$ cat src/rtl/axis_width_conv_gen.sv
// Stream width converter, N-bit beats in, M-bit words out, MSB-first packing.
// Handles any N:M ratio, pads partial words on packet boundary or flush.
module axis_width_conv_gen #(
    parameter int   N   = 4,
    parameter int   M   = 8,
    parameter logic PAD = 1'b0,
    parameter int   CW  = 16
) (
    input  logic          clk,
    input  logic          rst,
    input  logic [N-1:0]  s_axis_tdata,
    input  logic          s_axis_tfirst,
    input  logic          s_axis_tvalid,
    output logic          s_axis_tnext,
    output logic [M-1:0]  m_axis_tdata,
    output logic          m_axis_tfirst,
    output logic          m_axis_tvalid,
    input  logic          m_axis_tnext,
    input  logic          flush,
    output logic [CW-1:0] bit_count
);

    localparam int BUF_W = N + M;

    logic [BUF_W-1:0] data_q;
    logic [CW-1:0]    count_q;
    logic             first_q;
    logic             flush_pending;

    logic             full;
    logic             has_bits;
    logic             closing;
    logic             pad_word;
    logic             take;
    logic             accept;
    logic [M-1:0]     top;
    logic [M-1:0]     pad_mask;
    logic [CW-1:0]    take_bits;
    logic [CW-1:0]    count_after;
    logic [CW-1:0]    count_next;
    logic [BUF_W-1:0] data_after;
    logic [BUF_W-1:0] data_next;
    logic [BUF_W-1:0] in_ext;

    assign full     = count_q >= CW'(M);
    assign has_bits = count_q != '0;
    assign closing  = flush_pending | (s_axis_tvalid & s_axis_tfirst);
    assign pad_word = closing & has_bits & !full;

    assign m_axis_tvalid = full | pad_word;
    assign m_axis_tfirst = first_q & m_axis_tvalid;

    // Bits below count_q are always zero, so only the pad mask needs merging.
    assign top      = data_q[BUF_W-1 -: M];
    assign pad_mask = {M{1'b1}} >> count_q;
    assign m_axis_tdata = pad_word ? ((top & ~pad_mask) | ({M{PAD}} & pad_mask)) : top;

    // A tfirst beat waits for an empty buffer; rst gating keeps tnext low in reset.
    assign s_axis_tnext = rst & s_axis_tvalid & (count_q <= CW'(M)) & !flush_pending
                        & (!s_axis_tfirst | !has_bits);
    assign accept = s_axis_tnext;
    assign take   = m_axis_tvalid & m_axis_tnext;

    assign take_bits   = !take ? '0 : (full ? CW'(M) : count_q);
    assign count_after = count_q - take_bits;
    assign count_next  = count_after + (accept ? CW'(N) : '0);

    // A padded take never coincides with an accept, so clearing is safe.
    assign data_after = take ? (pad_word ? '0 : (data_q << M)) : data_q;
    assign in_ext     = BUF_W'(s_axis_tdata) << M;
    assign data_next  = data_after | (accept ? (in_ext >> count_after) : '0);

    assign bit_count = count_q;

    always_ff @(posedge clk or negedge rst) begin
        if (!rst) begin
            data_q        <= '0;
            count_q       <= '0;
            first_q       <= 1'b0;
            flush_pending <= 1'b0;
        end else begin
            data_q        <= data_next;
            count_q       <= count_next;
            flush_pending <= (flush_pending | flush) & (count_next != '0);
            if (accept & s_axis_tfirst)
                first_q <= 1'b1;
            else if (take)
                first_q <= 1'b0;
        end
    end

endmodule

$ cat config.mk
export PLATFORM = sky130hd
export DESIGN_NAME = axis_width_conv_gen
export DESIGN_NICKNAME = d
export VERILOG_FILES = /design/src/rtl/axis_width_conv_gen.sv
export SDC_FILE = /design/constraint.sdc
export NUM_CORES = 1
export LEC_CHECK = 0
export ABC_AREA = 1
export ABC_CLOCK_PERIOD_IN_PS = 3400
export CORE_ASPECT_RATIO = 0.9
export CORE_MARGIN = 4
export CORE_UTILIZATION = 35
export DETAILED_ROUTE_END_ITERATION = 12
export GPL_TIMING_DRIVEN = 0
export MAX_ROUTING_LAYER = met4
export PLACE_DENSITY = 0.58
export SLEW_MARGIN = 15
export SYNTH_ARGS = -nofsm -noshare
export SYNTH_HDL_FRONTEND = slang
export SYNTH_SLANG_ARGS = --single-unit
export TNS_END_PERCENT = 5
$ cat constraint.sdc
create_clock -name clk -period 3.4 [get_ports clk]
set_input_delay 0.51 -clock clk [delete_from_list [all_inputs] [get_ports clk]]
set_output_delay 0.51 -clock clk [all_outputs]
set_load 0.02 [all_outputs]
==> impl_metrics.py, run 1 <==
metrics = {
    "setup_path": {
        "reg2reg_depth": 23,
        "crit_chain": "nor2_1 > nand2_1 > nor3_4 > inv_2 > nor2_4 > nand3_4 > inv_4 > nand3_2 > ha_4 > nand2_2 > nand2_2 > inv_2 > nand2_4 > xor2_4 > ha_4 > nand2_4 > nor2_4 > xor2_1 > nand3_1 > nor2_2 > nand4_1 > nand2_1 > inv_1",
        "crit_type": "register to register",
        "critPathSlowestCell": "dfrtp_1",
        "worstPathRequired_ns": 3.58,
        "rrSetupSlack_ns": -0.11,
        "cp-start-kind": "register",
        "crit_fanout": 6,
        "arrival_ns": 3.69,
        "crit_path_max_incr_delay_ns": 0.38,
        "end_kind": "register",
    },
    "yosys": {
        "synth_area_sq_mm": 0.00297,
        "netlist_top_cells_count": "159 x nand2_1, 77 x inv_1, 47 x nor2_1",
        "synth.most_common_cell": "nand2_1",
        "synthFlopType": "dfrtp_1",
        "avgSynthCellArea_sq_um": 6.20,
        "synth_area_leader_cell": "dfrtp_1",
        "yosysSeqAreaShare_pct": 25.3,
        "yosys-top-cells-area": "dfrtp_1 25%, nand2_1 20%, inv_1 9.7%",
        "ys.warnings.count": 0,
        "synth_edf_count": 0,
        "yosys_register_bits": 30,
        "synthArstFlopShare_pct": 100,
        "syn_inst": 479,
        "synth_top_area_share_pct": 25.3,
        "synth_cell_types": 35,
    },
    "power_and_ir_drop": {
        "p_int_mw": 1.66,
        "ir_drop_mv": 0.330,
        "p_clk_share_pct": 10.7,
        "power_frac_comb_pct": 74.6,
        "p_switching_mw": 1.85,
        "p_leak_nw": 2.16,
        "switching_share_pct": 52.7,
        "p_per_area_mw_per_mm2": 809,
        "seqPwrFrac_pct": 14.7,
    },
    "place": {
        "portBuffers": 36,
        "dp.cells": 624,
        "gp_congestion": 0.866,
        "place_area_sq_mm": 0.00352,
        "dp_hpwl_um": 6700,
    },
    "clock_network": {
        "cts_hold_buf": 0,
        "tritoncts": "built",
        "cts.path.max_buffers": 2,
        "numCtsBuffers": 5,
        "clk_latency_ns": 0.29,
        "cts.reportedPaths.clkPinSlew_ns": 0.06,
        "clkSinkCount": 30,
        "cts_max_level": 2,
        "cts_root_buffer": "clkbuf_8",
    },
    "timing": {
        "finalSetupTns_ns": -0.172,
        "setup_viol": 4,
        "relSlewSlack_pct": 53.3,
        "period_needed_ns": 3.51,
        "tightest_slew_ns": 0.701,
        "hold_viol": 0,
        "fin_hold_ws_ns": 0.269,
        "fmax_ghz": 0.285,
        "fin_crit_sh_pct": 103,
        "finalMaxSlewViolations": 0,
        "worst_slack_ns": -0.108,
        "fin_worst_skew_ns": 0.00923,
        "grt_setup_unrepaired": "true",
    },
    "final_layout": {
        "fill_cells": 800,
        "drive_gt1_share_pct": 25.8,
        "seq_area_sq_um": 751,
        "layout.nets": 601,
        "final_area_sq_mm": 0.00433,
        "area_growth_pct": 45.8,
        "multiInputGateArea_sq_mm": 0.00231,
        "final_util_pct": 53.2,
        "num_antenna_cells": 0,
        "stdcell_count": 672,
    },
    "detailed_routing": {
        "wl_per_cell_um": 13.3,
        "drt_iter0_markers": 156,
        "first_pass_iters": 4,
        "via_count": 3323,
        "drcViolationCount": 0,
        "vias_per_cell": 4.94,
        "ant_nets": 0,
        "routed_wl_um": 8930,
    },
    "run_status": {
        "outcome": "complete, but fails checks",
        "violations": "negative setup slack",
    },
    "floorplan": {
        "fp.dieW_um": 105,
        "boundaryPins": 37,
        "dieArea_sq_mm": 0.0100,
        "initial_utilization_pct": 36.5,
        "rows": 31,
        "core_sq_mm": 0.00815,
        "die_h_um": 95.4,
    },
    "global_routing": {
        "grt_pass1_wl_um": 14800,
        "antenna_found_initial": 0,
        "grt-ovfl-total": 0,
        "grt_pass1_vias": 3153,
        "grt_usage_pct": 18.9,
        "grt_max_degree": 32,
    },
    "job": {
        "drv_cap": 0,
    },
    "hold_path": {
        "hold_path.class": "input pin to asynchronous set/reset pin",
    },
}
[layout make-up]
type | instances | share of cell area [%]
buffer | 3 | 0.260
inverter | 85 | 7.60
sequential | 30 | 17.3
multi-input combinational | 371 | 53.4
clock buffer | 6 | 1.91
timing repair buffer | 77 | 15.9
tap | 99 | 2.86
clock inverter | 1 | 0.693
[metal layers]
metal | part of all wire, % | up-vias | track usage, %
met5 | 0 | - | -
met4 | 1.4 | 0 | 5.14
met3 | 4.0 | 10 | 1.62
met2 | 48 | 64 | 30.6
met1 | 47 | 1557 | 25.5
li1 | - | 1692 | -
[critical path: cells and delay by family, from the launching register on]
kind | cells | cell delay [ns]
flip-flops | 1 | 0.38
XOR/XNOR | 2 | 0.42
adder cells (fa/ha/maj) | 2 | 0.54
AND/OR/NAND/NOR | 15 | 1.80
buffers and inverters | 4 | 0.26
[state kept, by name (all words and copies together), names as in the netlist]
| name | flops |
|---|---|
| bit_count | 16 |
| data_q | 12 |
| first_q | 1 |
| flush_pending | 1 |
[logic make-up (layout without fill, tap and decap cells)]
| family | count (synthesis) | count (layout) | synth area share, % |
|---|---|---|---|
| AOI/OAI and AO/OA | 32 | 32 | 6.32 |
| adders and majority gates | 18 | 18 | 7.83 |
| other | 1 | 11 | 0.126 |
| and+or+nand+nor | 300 | 300 | 45.2 |
| DFF | 30 | 30 | 25.3 |
| xor gates and xnor gates | 10 | 10 | 4.09 |
| buffers and inverters | 88 | 172 | 11.1 |
[per-stage QoR]
| step | power [mW] | worst slack [ns] |
|---|---|---|
| 2_1_floorplan | 1.95 | 0.0222 |
| 3_3_place_gp | 2.48 | -0.874 |
| 3_5_place_dp | 2.50 | -0.814 |
| 4_1_cts | 3.19 | -0.0920 |
| 5_1_grt | 3.80 | -0.342 |
| 6_report | 3.50 | -0.108 |
[power groups by stage]
stage / Sequential (mW) / Clock [mW] / Combinational (mW)
finish: 0.514 / 0.376 / 2.61
detailed placement: 0.543 / 0 / 1.96
global placement: 0.541 / 0 / 1.93
CTS: 0.514 / 0.381 / 2.29
global route: 0.521 / 0.397 / 2.88
floorplan: 0.612 / 0 / 1.34
[final timing paths]
path / start / end
setup / recovery: bit_count[9]$_DFF_PN0_ / flush_pending$_DFF_PN0_
min in group clk: data_q[0]$_DFF_PN0_ / data_q[0]$_DFF_PN0_
hold reg to reg: data_q[0]$_DFF_PN0_ / data_q[0]$_DFF_PN0_
hold / removal: rst / bit_count[13]$_DFF_PN0_
max in group asynchronous: rst / data_q[7]$_DFF_PN0_
setup reg to reg: bit_count[9]$_DFF_PN0_ / flush_pending$_DFF_PN0_
[timing repair]
action | in CTS | in global routing
setup buffers | 26 | 15
gates resized for setup | 53 | 44
endpoints found under the setup margin | 24 | 19
pin swaps | 25 | 36
[placed cells by master, fill, tap and decap left out, types with 3 or more instances in the layout]
master	count
nand2_1	140
inv_1	70
buf_4	38
nand3_1	36
clkdlybuf4s50_1	33
dfrtp_1	30
nor2_1	27
nand2_2	21
nand4_1	18
nor2_2	13
a21oi_1	13
nor2_4	12
ha_1	12
inv_2	11
conb_1	11
nand2_4	8
nand3_2	6
clkbuf_8	6
o21ai_0	5
xor2_1	4
a32oi_1	4
ha_4	4
clkbuf_1	3
and2_1	3
nor3_1	3
xor2_2	3
No activity file was read; power rests on OpenSTA's default activity.
==> inputs of run 2 (changes only) <==
--- a/config.mk
+++ b/config.mk
@@ -6,14 +6,15 @@
 export NUM_CORES = 1
 export LEC_CHECK = 0
 export ABC_AREA = 1
-export ABC_CLOCK_PERIOD_IN_PS = 3400
+export ABC_CLOCK_PERIOD_IN_PS = 3550
 export CORE_ASPECT_RATIO = 0.9
 export CORE_MARGIN = 4
 export CORE_UTILIZATION = 35
 export DETAILED_ROUTE_END_ITERATION = 12
+export DONT_BUFFER_PORTS = 1
 export GPL_TIMING_DRIVEN = 0
 export MAX_ROUTING_LAYER = met4
-export PLACE_DENSITY = 0.58
+export PLACE_DENSITY = 0.5
 export SLEW_MARGIN = 15
 export SYNTH_ARGS = -nofsm -noshare
 export SYNTH_HDL_FRONTEND = slang
==> constraint.sdc (replaced) <==
create_clock -name clk -period 3.55 [get_ports clk]
set_input_delay 0.5325 -clock clk [delete_from_list [all_inputs] [get_ports clk]]
set_output_delay 0.5325 -clock clk [all_outputs]
set_load 0.02 [all_outputs]
==> run 2 against run 1 <==
Net effect:
- the flow still finishes with violations (negative setup slack)
- utilization down 6.3 points
- clock power down 18%
- clock-buffer cell count unchanged
- worst hold slack worse by 0.22 ns
- total power down 13%
- largest power group unchanged
- highest routed layer unchanged
==> impl_metrics.py, run 2 (synthesis gave the netlist of run 1 again) <==
metrics = {
    "run_status": {
        "outcome": "complete, but fails checks",
        "violations": "negative setup slack",
    },
    "power_and_ir_drop": {
        "p_clk_share_pct": 10.1,
        "p_leak_nw": 1.93,
        "ir_drop_mv": 0.304,
        "switching_share_pct": 55.7,
        "p_per_area_mw_per_mm2": 799,
        "seqPwrFrac_pct": 21.0,
        "p_int_mw": 1.35,
        "p_switching_mw": 1.70,
        "power_frac_comb_pct": 68.9,
        "total_power_mw": 3.05,
    },
    "setup_path": {
        "worstPathRequired_ns": 3.79,
        "end_kind": "register",
        "r2r-end": "flush_pending$_DFF_PN0_",
        "crit_type": "register to register",
        "worstReg2RegStart": "bit_count[4]$_DFF_PN0_",
        "startpoint": "bit_count[4]$_DFF_PN0_",
        "reg2reg_depth": 22,
        "crit_fanout": 5,
        "cp-start-kind": "register",
        "rrSetupSlack_ns": -0.02,
        "arrival_ns": 3.81,
    },
    "timing": {
        "relSlewSlack_pct": 52.3,
        "fin_hold_ws_ns": 0.0540,
        "fmax_ghz": 0.280,
        "finalMaxSlewViolations": 0,
        "fin_worst_skew_ns": 0.00467,
        "tightest_slew_ns": 0.710,
        "hold_viol": 0,
        "fin_crit_sh_pct": 100,
        "finalSetupTns_ns": -0.0182,
        "setup_viol": 2,
        "period_needed_ns": 3.57,
        "worst_slack_ns": -0.0175,
        "grt_setup_unrepaired": "true",
    },
    "final_layout": {
        "final_cell_mix": "141 x nand2_1, 73 x inv_1, 37 x nand3_1, 30 x nor2_1, 25 x buf_4",
        "fill_cells": 821,
        "layout_commonest_cell": "nand2_1",
        "multiInputGateArea_sq_mm": 0.00226,
        "area_growth_pct": 28.5,
        "seq_area_sq_um": 766,
        "num_antenna_cells": 0,
        "largest_reg_flops": 16,
        "drive_gt1_share_pct": 26.3,
        "layout.nets": 552,
    },
    "floorplan": {
        "fp.dieW_um": 105,
        "rows": 31,
        "boundaryPins": 37,
        "core_sq_mm": 0.00815,
        "die_h_um": 95.4,
        "initial_utilization_pct": 36.5,
        "dieArea_sq_mm": 0.0100,
    },
    "detailed_routing": {
        "vias_per_cell": 4.95,
        "drcViolationCount": 0,
        "first_pass_iters": 4,
        "via_count": 3089,
        "wl_per_cell_um": 14.6,
        "ant_nets": 0,
        "routed_wl_um": 9090,
        "drt_iter0_markers": 146,
    },
    "place": {
        "dp_hpwl_um": 7050,
        "portBuffers": 0,
        "gp_congestion": 0.841,
    },
    "global_routing": {
        "grt_max_degree": 31,
        "grt_usage_pct": 19.4,
        "grt-ovfl-total": 0,
        "antenna_found_initial": 0,
        "grt_pass1_vias": 3043,
        "grt_pass1_wl_um": 14800,
    },
    "clock_network": {
        "clk_latency_ns": 0.29,
        "tritoncts": "built",
        "cts.path.max_buffers": 2,
        "numCtsBuffers": 5,
        "cts_max_level": 2,
        "cts_root_buffer": "clkbuf_8",
        "clkSinkCount": 30,
        "cts.reportedPaths.clkPinSlew_ns": 0.08,
    },
    "job": {
        "drv_cap": 0,
    },
    "hold_path": {
        "hold_path.class": "input pin to asynchronous set/reset pin",
    },
}
==> run 2: cell types whose count changed in the layout (fill, tap and decap cells not counted), sizes merged <==
cell,change
clkdlybuf4s50,-33
buf,-14
dlygate4sd2,-2
bufinv,-1
clkinvlp,+1
inv,+1
==> run 2: final cells by class <==
cell class                      instances  area share (%)
Multi-Input combinational cell        371            59.2
Sequential cell                        30            20.1
Inverter                               85            8.49
Timing Repair Buffer                   28            6.26
Tap cell                               99            3.24
Clock buffer                            6            2.16
Clock inverter                          2           0.328
Buffer                                  3           0.295
==> run 2: stage by stage <==
step                      instance area, sq um  std cells  util (%)  setup slack [ns]
after floorplan                           3020        489         -            0.0335
after global placement                    3150        588      38.6            -0.819
after detailed placement                  3150        588      38.6            -0.806
after CTS                                 3570        613      43.9           -0.0294
after global routing                      3820        624      46.9            -0.256
final                                     3820        624      46.9           -0.0175
==> run 2: critical path, stage by stage (launching register included) <==
cell and delay, ns:
dfrtp_2 0.48, nor2_4 0.13, nand2_2 0.09, nor3_4 0.24
inv_2 0.08, nor2_4 0.16, nand3_4 0.12, nor3_2 0.20
ha_2 0.21, fa_2 0.25, buf_12 0.12, xnor2_4 0.13
ha_4 0.18, ha_4 0.14, nand2_2 0.07, nor2_4 0.21
nand4_4 0.14, nor2_2 0.11, xor2_1 0.20, nor2_1 0.07
nand4_1 0.08, nand2_1 0.05, inv_1 0.04
==> run 2: per-layer routing <==
metal	global-route usage [%]	part of all wire [%]	up-vias
met5	-	0	-
met4	4.48	0.84	0
met3	3.11	3.2	7
met2	30.1	45	34
met1	26.6	51	1451
li1	-	-	1597
==> run 2: power by group through the flow <==
stage / registers, mW / clock network, mW / logic [mW]
finish: 0.641 / 0.308 / 2.10
global route: 0.658 / 0.332 / 2.34
CTS: 0.636 / 0.322 / 1.86
detailed placement: 0.623 / 0 / 1.62
global placement: 0.619 / 0 / 1.61
floorplan: 0.585 / 0 / 1.28
==> run 2: how the worst max path moves through the flow <==
stage | endpoint
after floorplan | flush_pending$_DFF_PN0_
after global placement | flush_pending$_DFF_PN0_
after detailed placement | flush_pending$_DFF_PN0_
after CTS | flush_pending$_DFF_PN0_
after global routing | data_q[5]$_DFF_PN0_
final | flush_pending$_DFF_PN0_
==> run 2: timing repair <==
item | 4_1_cts | 5_1_grt
hold buffers | 1 | 0
resized for setup | 56 | 39
endpoints found under the hold margin | 30 | 0
pin swaps | 20 | 28
setup endpoints to repair | 25 | 15
cloned | 0 | 0
setup buffers | 16 | 11
